### config.mk
export PLATFORM = sky130hd
export DESIGN_NAME = cpu_memory
export DESIGN_NICKNAME = d
export VERILOG_FILES = /design/src/rtl/cpu_memory_pkg.sv /design/src/rtl/dmem_port.sv /design/src/rtl/cpu_memory.sv
export SDC_FILE = /design/constraint.sdc
export NUM_CORES = 1
export LEC_CHECK = 0
export BUFFER_PORTS_ARGS = -buffer_cell sky130_fd_sc_hd__buf_2
export CAP_MARGIN = 20
export CORE_ASPECT_RATIO = 1.25
export CORE_UTILIZATION = 45
export CTS_CLUSTER_DIAMETER = 30
export CTS_CLUSTER_SIZE = 20
export DETAILED_ROUTE_END_ITERATION = 7
export HOLD_SLACK_MARGIN = 0.15
export PLACE_DENSITY = 0.88
export SETUP_SLACK_MARGIN = 0.5
export SYNTH_ARGS = -nofsm -noshare
export SYNTH_HDL_FRONTEND = slang
export SYNTH_SLANG_ARGS = --single-unit
export TNS_END_PERCENT = 50
### constraint.sdc
create_clock -name clk -period 4.5 [get_ports clk]
set_clock_uncertainty 0.2 [all_clocks]
set_input_delay 0.45 -clock clk [delete_from_list [all_inputs] [get_ports clk]]
set_output_delay 0.45 -clock clk [all_outputs]
set_load 0.02 [all_outputs]
### src/rtl/cpu_memory_pkg.sv
// Shared types and constants for the MEM stage.
package cpu_memory_pkg;

  localparam logic [1:0] WB_ALU = 2'd0;
  localparam logic [1:0] WB_MEM = 2'd1;
  localparam logic [1:0] WB_PC4 = 2'd2;

  typedef enum logic [1:0] {
    MEM_IDLE = 2'd0,
    MEM_REQ  = 2'd1,
    MEM_RESP = 2'd2
  } mem_state_e;

  typedef struct packed {
    logic [4:0]  rd;
    logic        reg_write;
    logic [31:0] alu;
    logic [31:0] mem_data;
    logic [1:0]  wb_mux;
  } mem_wb_t;

  function automatic logic misaligned(input logic [31:0] addr);
    return addr[1:0] != 2'b00;
  endfunction

endpackage

### src/rtl/dmem_port.sv
// Data-memory bus handshake: request/response FSM with load timeout.
module dmem_port
  import cpu_memory_pkg::*;
#(
  parameter int TIMEOUT = 16
) (
  input  logic clk,
  input  logic rst,
  input  logic access,
  input  logic is_store,
  input  logic dmem_ready,
  input  logic dmem_rvalid,
  output logic dmem_req,
  output logic stall,
  output logic done,
  output logic rdata_valid,
  output logic err
);

  localparam logic [31:0] TO = 32'(TIMEOUT);

  mem_state_e  state_q, state_d;
  logic [31:0] cnt_q, cnt_d;

  always_ff @(posedge clk or posedge rst) begin
    if (rst) begin
      state_q <= MEM_IDLE;
      cnt_q   <= '0;
    end else begin
      state_q <= state_d;
      cnt_q   <= cnt_d;
    end
  end

  always_comb begin
    state_d     = state_q;
    cnt_d       = cnt_q;
    dmem_req    = 1'b0;
    stall       = 1'b0;
    done        = 1'b0;
    rdata_valid = 1'b0;
    err         = 1'b0;
    unique case (state_q)
      MEM_IDLE, MEM_REQ: begin
        if (access) begin
          dmem_req = 1'b1;
          if (dmem_ready) begin
            if (is_store) begin
              done    = 1'b1;
              state_d = MEM_IDLE;
            end else if (dmem_rvalid) begin
              done        = 1'b1;
              rdata_valid = 1'b1;
              state_d     = MEM_IDLE;
            end else begin
              stall   = 1'b1;
              cnt_d   = 32'd1;
              state_d = MEM_RESP;
            end
          end else begin
            stall   = 1'b1;
            state_d = MEM_REQ;
          end
        end else begin
          state_d = MEM_IDLE;
        end
      end
      MEM_RESP: begin
        stall = 1'b1;
        if (dmem_rvalid) begin
          stall       = 1'b0;
          done        = 1'b1;
          rdata_valid = 1'b1;
          cnt_d       = '0;
          state_d     = MEM_IDLE;
        end else if (TIMEOUT != 0 && cnt_q == TO) begin
          stall   = 1'b0;
          err     = 1'b1;
          cnt_d   = '0;
          state_d = MEM_IDLE;
        end else begin
          cnt_d = cnt_q + 32'd1;
        end
      end
      default: begin
        cnt_d   = '0;
        state_d = MEM_IDLE;
      end
    endcase
    // Reset drops the bus and releases the pipeline at once.
    if (rst) begin
      dmem_req    = 1'b0;
      stall       = 1'b0;
      done        = 1'b0;
      rdata_valid = 1'b0;
      err         = 1'b0;
    end
  end

endmodule

### src/rtl/cpu_memory.sv
// MEM stage: bus access via dmem_port, forwarding path, MEM/WB register.
module cpu_memory
  import cpu_memory_pkg::*;
#(
  parameter int TIMEOUT = 16
) (
  input  logic        clk,
  input  logic        rst,
  input  logic [31:0] alu_result,
  input  logic [31:0] rs2_data,
  input  logic [4:0]  rd_addr,
  input  logic        reg_write,
  input  logic        mem_write,
  input  logic [1:0]  wb_mux,
  output logic [31:0] forward_mem,
  output logic        stall,
  output logic        dmem_req,
  output logic        dmem_we,
  output logic [31:0] dmem_addr,
  output logic [31:0] dmem_wdata,
  input  logic        dmem_ready,
  input  logic        dmem_rvalid,
  input  logic [31:0] dmem_rdata,
  output logic [4:0]  rd_addr_out,
  output logic        reg_write_out,
  output logic [31:0] wb_alu_out,
  output logic [31:0] wb_mem_data,
  output logic [1:0]  wb_mux_out,
  output logic        mem_err
);

  logic    is_load, is_store, access, mis;
  logic    done, rdata_valid, err;
  mem_wb_t wb_q, wb_d;
  logic    mem_err_q, mem_err_d;

  assign is_load  = (wb_mux == WB_MEM) && !mem_write;
  assign is_store = mem_write;
  assign access   = is_load || is_store;
  assign mis      = access && misaligned(alu_result);

  assign forward_mem = alu_result;
  assign dmem_we     = is_store;
  assign dmem_addr   = alu_result;
  assign dmem_wdata  = rs2_data;

  dmem_port #(
    .TIMEOUT(TIMEOUT)
  ) u_port (
    .clk        (clk),
    .rst        (rst),
    .access     (access && !mis),
    .is_store   (is_store),
    .dmem_ready (dmem_ready),
    .dmem_rvalid(dmem_rvalid),
    .dmem_req   (dmem_req),
    .stall      (stall),
    .done       (done),
    .rdata_valid(rdata_valid),
    .err        (err)
  );

  always_comb begin
    wb_d      = wb_q;
    mem_err_d = 1'b0;
    if (stall) begin
      wb_d.reg_write = 1'b0;
    end else begin
      wb_d.rd        = rd_addr;
      wb_d.reg_write = reg_write && !mis && !err;
      wb_d.alu       = alu_result;
      wb_d.wb_mux    = wb_mux;
      if (done && rdata_valid) begin
        wb_d.mem_data = dmem_rdata;
      end
      mem_err_d = mis || err;
    end
  end

  always_ff @(posedge clk or posedge rst) begin
    if (rst) begin
      wb_q      <= '0;
      mem_err_q <= 1'b0;
    end else begin
      wb_q      <= wb_d;
      mem_err_q <= mem_err_d;
    end
  end

  assign rd_addr_out   = wb_q.rd;
  assign reg_write_out = wb_q.reg_write;
  assign wb_alu_out    = wb_q.alu;
  assign wb_mem_data   = wb_q.mem_data;
  assign wb_mux_out    = wb_q.wb_mux;
  assign mem_err       = mem_err_q;

endmodule

After elaboration in Yosys (flattened, before gate mapping)
Index checks and enable logic that the tools add are counted.
Storage, ports and cells
  word-level logic and storage cells: 77
  register bits: 107
  output and inout port bits: 172
  input port bits: 109
Operators by class
  reductions and logical operators: 16
  equal/unequal tests: 9
  $add $sub $neg: 1
  multiplexer cells: 42
  bitwise logic cells: 1
Operators by type and width (count)
  $mux W32: 6
  $pmux W32 S2: 1
  $add A32 B1 Y32 const B: 1
  $eq A32 B5 Y1 const B: 1
  $mux W1: 25
  $mux W2: 6
  $logic_and A1 B1 Y1: 6
  $ne A2 B2 Y1 const B: 3
  $pmux W1 S2: 3
  $eq A2 B1 Y1 const B: 2
  $pmux W2 S2: 1
  $reduce_and A4 Y1: 1
  $logic_not A1 Y1: 3
  $ne A3 B2 Y1 const B: 1
  $eq A2 B2 Y1 const B: 1
  $logic_not A2 Y1: 1
  $logic_or A1 B1 Y1: 2
  $ne A2 B1 Y1 const B: 1
  $reduce_and A2 Y1: 1
  $reduce_bool A2 Y1: 1
  $reduce_or A2 Y1: 1
  $not A1 Y1: 1

Longest topological paths before layout
Gate-level depths: netlist (run 1).
  depth in word-level cells: 11
  mapped depth: 10
  gate-level depth less buffers: 7

Modules after synthesis
From an unflattened synthesis (run 1), not the netlist that was laid out.
Unflattened totals
  cell total of the unflattened synthesis: 490
  area, all modules: 5659.2 sq um
Modules (own cells, without submodules)
  cpu_memory: seq. area each 1826.8 sq um, instances 1, cells each 258, area each 3589.7 sq um
  dmem_port: seq. area each 850.8 sq um, instances 1, cells each 232, area each 2069.5 sq um

Worst setup path before layout (run 1)
No wires, ideal clock.
  path kind: reg-to-output
  start point: reg u_port.cnt_q[0]
  end point: out stall
  stages on the path, launching flop included: 10
  arrival: 1.691 ns
  setup slack: 2.159 ns
  data required time: 3.850 ns
  cell sequence: dfrtp_1 inv_1 ha_1 nor3b_1 nand4_1 o21ba_1 buf_6 o21a_1 buf_6 buf_6
On the way
  word-level cells in the longest chain between the ends: 5
Ends and longest elaborated chain
  start: declaration: line dmem_port.sv:23  | logic [31:0] cnt_q, cnt_d;
  start signal: assignment: line dmem_port.sv:31  | cnt_q <= cnt_d;
  $eq A32 B5 Y1: line dmem_port.sv:76  | end else if (TIMEOUT != 0 && cnt_q == TO) begin
  $mux W1: line dmem_port.sv:76
  $mux W1: line dmem_port.sv:70  | if (dmem_rvalid) begin
  $pmux W1 S2: line dmem_port.sv:43  | unique case (state_q)
  $mux W1: line dmem_port.sv:91  | if (rst) begin
  end: declaration: line cpu_memory.sv:16  | output logic stall,
No other way between the ends.

Worst setup path after layout (run 1)
  start point: in wb_mux[0]
  end point: out stall
On the way
  word-level cells in the longest chain between the ends: 9
Ends and longest elaborated chain
  start: declaration: line cpu_memory.sv:14  | input logic [1:0] wb_mux,
  $eq A2 B1 Y1 (*): line cpu_memory.sv:37  | assign is_load = (wb_mux == WB_MEM) && !mem_write;
  $logic_and A1 B1 Y1 (*): line cpu_memory.sv:37
  $logic_or A1 B1 Y1 (*): line cpu_memory.sv:39  | assign access = is_load || is_store;
  $logic_and A1 B1 Y1: line cpu_memory.sv:40  | assign mis = access && misaligned(alu_result);
  $logic_not A1 Y1: line cpu_memory.sv:52  | .access (access && !mis),
  $logic_and A1 B1 Y1 (*): line cpu_memory.sv:52
  $mux W1 (*): line dmem_port.sv:45  | if (access) begin
  $pmux W1 S2 (*): line dmem_port.sv:43
  $mux W1 (*): line dmem_port.sv:91
Mark *: on every way between the ends. The rest lies on a longest branch, timed or not.

==> results of run 1 <==
layout make-up:
type                       instances  area share [%]
sequential                       107           39.12
tap                              164           2.998
clock buffer                       9           3.290
clock inverter                     7           1.078
inverter                          15          0.8591
timing repair buffer             265           22.96
multi-input combinational        259           29.70
report_power, final:
part / internal (mW) / switching [mW] / total, mW
Combinational: 0.224 / 0.304 / 0.528
Clock: 0.389 / 0.389 / 0.778
Sequential: 1.06 / 0.0846 / 1.15
Total: 1.68 / 0.777 / 2.45
worst reg2reg max path: cells and delay by family (launching register included):
family                   cells  cell delay, ns
flip-flops                   1            0.42
AO/OA/AOI/OAI                3            1.44
buffers and inverters        1            0.11
adder cells (fa/ha/maj)      1            0.16
AND/OR/NAND/NOR              2            0.39
state kept, by name, summed over array words and instances (netlist names):
register,count
wb_alu_out,32
wb_mem_data,32
mem_err,1
wb_mux_out,2
u_port.cnt_q,32
reg_write_out,1
u_port.state_q,2
rd_addr_out,5
metrics by stage:
step	hold slack, ns	setup slack [ns]	cells
finish	0.1592	0.9128	826
global placement	0.2715	1.676	768
CTS	0.1500	1.154	823
floorplan	0.2528	1.033	501
detailed placement	0.2783	1.589	768
global route	0.1574	0.7455	826
cells by family (layout without fill, tap and decap cells):
group           after synthesis  count (layout)  synth area share (%)
fa+ha+maj                     2               2                0.4449
simple gates                109             109                 10.41
flops                       107             107                 47.61
xor+xnor                      2               2                0.3115
buf+inv                     135             296                 16.42
compound gates               76              76                 8.476
mux                          70              70                 16.33
metal layers:
metal / up-vias / global-route usage, % / routed length (µm)
met1: 2166 / 26.15 / 5596
met5: - / 0 / 17
met3: 46 / 7.604 / 1253
met2: 222 / 41.29 / 7952
li1: 1973 / - / -
met4: 2 / 9.916 / 507
worst min path at each step:
stage,from,end,cells after the start
after global routing,alu_result[22],wb_alu_out[22],2
final,alu_result[13],wb_alu_out[13],2
after detailed placement,u_port.cnt_q[31],u_port.cnt_q[31],1
after CTS,dmem_rdata[4],wb_mem_data[4],2
after floorplan,u_port.cnt_q[31],u_port.cnt_q[31],1
after global placement,u_port.cnt_q[31],u_port.cnt_q[31],1
what timing repair did:
action	CTS	global route
hold buffers	39	2
gates resized for setup	0	0
hold endpoints to repair	39	7
setup endpoints to repair	0	0
cell usage after synthesis (all sizes together), types with 2 or more instances:
cell type and instances:
a21boi 2, a21oi 17, a31oi 20, a41oi 6, and3 3, and4 2, buf 109, clkbuf 11
dfrtp 107, ha 2, inv 15, mux2 69, nand2 25, nand2b 3, nand3 15, nand4 11
nor2 20, nor2b 2, nor3 6, nor4 10, nor4b 3, o21ai 18, o22a 2, o22ai 2
o31a 2, or3 5
layout by cell type (no fill, tap or decap), drive strengths merged, types with 9 or more instances in the layout:
cell type    synthesis  routed
inv                 15      16
clkbuf              11       9
nor4                10      10
nand4               11      11
dlygate4sd3          0      41
nand2               25      25
mux2                69      69
nor2                20      20
a31oi               20      20
buf                109     224
dfrtp              107     107
nand3               15      15
a21oi               17      17
o21ai               18      18
==> qor.csv, run 1 <==
metric,value,unit
ff_latch_area,2678,µm²
syn2layout_area_growth,21.71,%
start_kind,input pin,
syn_nets,612,
cpMostUsedCell,buf_2,
regToRegStartpoint,u_port.cnt_q[0],
cts_sinks,107,
synth_area,5624,µm²
cp_num_cells,7,
slowest_stage,o21a_2,
tns,0,ns
io_buffers,216,
worstHoldPathType,input pin to register,
rr_worst_depth,7,
yosys.area.top_type,dfrtp_1,
critPathTopFamily,compound AO/OA/AOI/OAI gates,
cp-startpoint,wb_mux[0],
h-tree-depth,3,
slew_headroom,25.12,%
cts_tree,yes,
rrSetupSlack,1.67,ns
die_area,12950,µm²
p_leak,3.353,nW
antenna_cells,0,
clock_path_buffers,2,
core_area,12160,µm²
synth_flop_cell,dfrtp_1,
grt_max_degree,82,
synthCells,501,
syn_area_per_cell,11.23,µm²
gr-usage-all-layers,23.67,%
finalSetupViolCount,0,
place_area,6108,µm²
overflow,0,
fin_crit_sh,79.71,%
synth_edf_count,0,
worstMarginPinSlew,1.121,ns
firstDrtPassIters,5,
crit_arrival,2.94,ns
required,3.85,ns
die_w,102.0,µm
final_util,56.29,%
cp_num_buf_inv,3,
ir_drop,0.2737,mV
yosys_warnings,0,
multi_input_area,2033,µm²
rows,45,
cp-end-kind,output pin,
r2r-end,u_port.cnt_q[5],
powerDensity,358.3,nW/µm²
grt_pass1_wl,23.02,mm
nFillCells,994,
totalPowerFinal,2.453,mW
drt_iter0_markers,325,
io_pins,281,
ys_seq_area_share,47.61,%
antenna_found_initial,1,
drv_slew,0,
worstPathMaxFanout,25,
nets,768,
post-route-min-period,3.587,ns
drt-total-wl,15.33,mm
drc,0,
clk_pin_slew,0.07,ns
max_stage_delay,0.65,ns
start_util,46.24,%
cts_buffers,9,
cts_setup_buffers,0,
drtAntennaViolNets,0,
cts-root-buf,clkbuf_16,
post_synth_num_cell_types,45,
crit_type,input pin to output pin,
synth_top_cell_area_share,47.61,%
ys_seq_elements,107,
routedWlPerCell,18.56,µm
crit_end,stall,
place.gp.congestion,0.8258,
ys_async_sr_fraction,100.0,%
status,"finished, final reports clean",
vias,4409,
crit_path_cell_trace,dlygate4sd3_1 -> buf_2 -> nor2b_1 -> o21ai_0 -> a21oi_1 -> o21a_2 -> buf_2,
finalHoldViolCount,0,
clk-insertion-delay-late,0.35,ns
rsz0062_at_grt,false,
stdcell_area,6845,µm²
vias_per_cell,5.338,
die_h,127.0,µm
drv_cap,0,
ys_top_cells_by_area,"dfrtp_1 (48%), buf_4 (13%), mux2_4 (9.3%), mux2_2 (6.8%), a31oi_1 (2.2%)",
grt_pass1_vias,4313,
post-dp-hpwl,10.29,mm
fmax,0.2788,GHz
drive_gt1_share,48.04,%
Power figures use the tool's default switching activity.
==> run 2, diff against run 1 <==
==> constraint.sdc (replaced) <==
create_clock -name clk -period 3.75 [get_ports clk]
set_clock_uncertainty 0.2 [all_clocks]
set_input_delay 0.375 -clock clk [delete_from_list [all_inputs] [get_ports clk]]
set_output_delay 0.375 -clock clk [all_outputs]
set_load 0.02 [all_outputs]
==> run 2 against run 1 <==
Register-to-register slack lost 0.65 ns. Non-clock buffer count rose by 33. Critical endpoint unchanged. Hold slack improved by 0.048 ns. Clock power rose by 21%. Die area unchanged. Cell area increased by 4.6%. Sequential power is 19% higher. Wire length rose by 0.26%. Worst setup slack worse by 0.14 ns. Sequential cell count did not move. Sequential share of layout area decreased by 1.7 points. Via count grew 3.4%.
==> qor.csv, run 2 (same netlist as run 1, synthesis figures left out) <==
metric,value,unit,change
final_cell_mix,"buf_2 (216), dfrtp_1 (107), dlygate4sd3_1 (73)",,
nets,801,,+4.3%
cts_sinks,107,,unchanged
cp-end-kind,output pin,,
io_pins,281,,unchanged
use_met2,40.31,%,-0.99 points
rsz0062_at_grt,false,,
grt_util_met1,26.96,%,+0.81 points
required,3.17,ns,-0.68 ns
die_h,127.0,µm,unchanged
powerDensity,415.7,nW/µm²,+16%
cts-root-buf,clkbuf_16,,
cts_buffers,9,,unchanged
holdWs,0.2072,ns,+0.04796 ns
post-dp-hpwl,9.860,mm,-4.2%
r2r-end,wb_alu_out[6],,
met3_usage,5.744,%,-1.9 points
clk_pin_slew,0.07,ns,about the same
h-tree-depth,3,,unchanged
drv_cap,0,,unchanged
drv_slew,0,,unchanged
grt_pass1_wl,22.54,mm,-2.1%
finalSetupViolCount,0,,unchanged
ir_drop,0.2300,mV,-16%
drive_gt1_share,45.76,%,-2.3 points
crit_type,input pin to output pin,,
drt-total-wl,15.37,mm,+0.26%
cts_setup_buffers,0,,unchanged
pre_cts_slack,0.6521,ns,-0.9371 ns
die_w,102.0,µm,unchanged
status,"finished, final reports clean",,
tns,0,ns,unchanged
final_common_cell,buf_2,,
place.gp.congestion,0.8375,,+1.4%
grt_max_degree,45,,-45%
io_buffers,216,,unchanged
grt_pass1_vias,4296,,-0.39%
regToRegStartpoint,u_port.cnt_q[0],,
syn2layout_area_growth,27.32,%,
start_util,46.24,%,unchanged
drt_iter0_markers,275,,-15%
overflow,0,,unchanged
worstHoldPathType,input pin to register,,
vias,4558,,+3.4%
p_leak,3.501,nW,+4.4%
worstMarginPinSlew,0.9056,ns,-0.2153 ns
fmax,0.3361,GHz,
crit_arrival,2.40,ns,-0.54 ns
routedWlPerCell,17.89,µm,-3.6%
antenna_found_initial,0,,-1
slew_headroom,39.50,%,+14 points
start_kind,input pin,,
worstPathMaxFanout,29,,+16%
antenna_cells,0,,unchanged
grt_busiest_layer,met2,,
worstHoldPathCells,2,,unchanged
drtAntennaViolNets,0,,unchanged
rrSetupSlack,1.02,ns,-0.65 ns
firstDrtPassIters,5,,unchanged
min_to,wb_alu_out[0],,
die_area,12950,µm²,unchanged
gr-usage-all-layers,23.36,%,-0.30 points
vias_per_cell,5.306,,-0.59%
hold_path.startpoint,alu_result[0],,
drc,0,,unchanged
rr_worst_depth,8,,+1
rows,45,,unchanged
post-route-min-period,2.975,ns,
final_util,58.88,%,+2.6 points
clock_path_buffers,2,,unchanged
fin_crit_sh,79.33,%,
clk-insertion-delay-late,0.36,ns,about the same
finalHoldViolCount,0,,unchanged
totalPowerFinal,2.977,mW,+21%
cts_tree,yes,,
fin_ws,0.7750,ns,-0.1378 ns
core_area,12160,µm²,unchanged
==> run 2: cell types whose count changed in the layout (fill, tap and decap cells not counted), sizes merged <==
| cell | change |
|---|---|
| clkbuf | +1 |
| inv | +2 |
| clkinvlp | -3 |
| dlygate4sd3 | +32 |
| buf | +1 |
==> run 2: metrics by stage <==
step / area, µm² / instances
6_report: 7161 / 859
3_3_place_gp: 6131 / 770
5_1_grt: 7161 / 859
3_5_place_dp: 6131 / 770
2_1_floorplan: 5628 / 501
4_1_cts: 7154 / 859
==> run 2: worst max-delay path by stage <==
stage	from	slack, ns	end
2_1_floorplan	u_port.cnt_q[0]	1.44	wb_alu_out[10]
3_3_place_gp	wb_mux[1]	0.77	wb_alu_out[28]
3_5_place_dp	wb_mux[0]	0.65	wb_alu_out[21]
4_1_cts	alu_result[1]	0.53	stall
5_1_grt	alu_result[1]	0.64	stall
6_report	alu_result[1]	0.78	stall
==> run 2: metal layers <==
metal,wire length (µm),share of wire [%],up-vias
met3,1464,9.5,56
met1,5602,36,2177
met5,0,0,-
li1,-,-,2050
met2,7754,50,275
met4,546,3.6,0
==> run 2: layout make-up <==
class                   instances  area, µm²
well taps                     164      205.2
flip-flops and latches        107       2678
repair buffers                298       1892
clock buffers                  10      239.0
inverters                      15      60.06
multi-input cells             259       2033
fillers                       946       5001
clock inverters                 6      53.80
==> run 2: worst max-delay path, cell delays in order <==
cell and delay (ns):
dlygate4sd3_1 0.53, buf_2 0.17, nor3_1 0.16, o21ai_0 0.16, a21oi_1 0.20, o21a_4 0.51, buf_2 0.27
==> run 2: timing repair <==
action | 4_1_cts | 5_1_grt
resized for setup | 0 | 1
hold endpoints to repair | 111 | 0
hold buffers | 73 | 0
setup endpoints to repair | 0 | 1
==> run 2: power by group <==
group	switching [mW]	total, mW	internal, mW
clock	0.461	0.945	0.484
sequential	0.0988	1.37	1.28
combinational	0.368	0.657	0.289
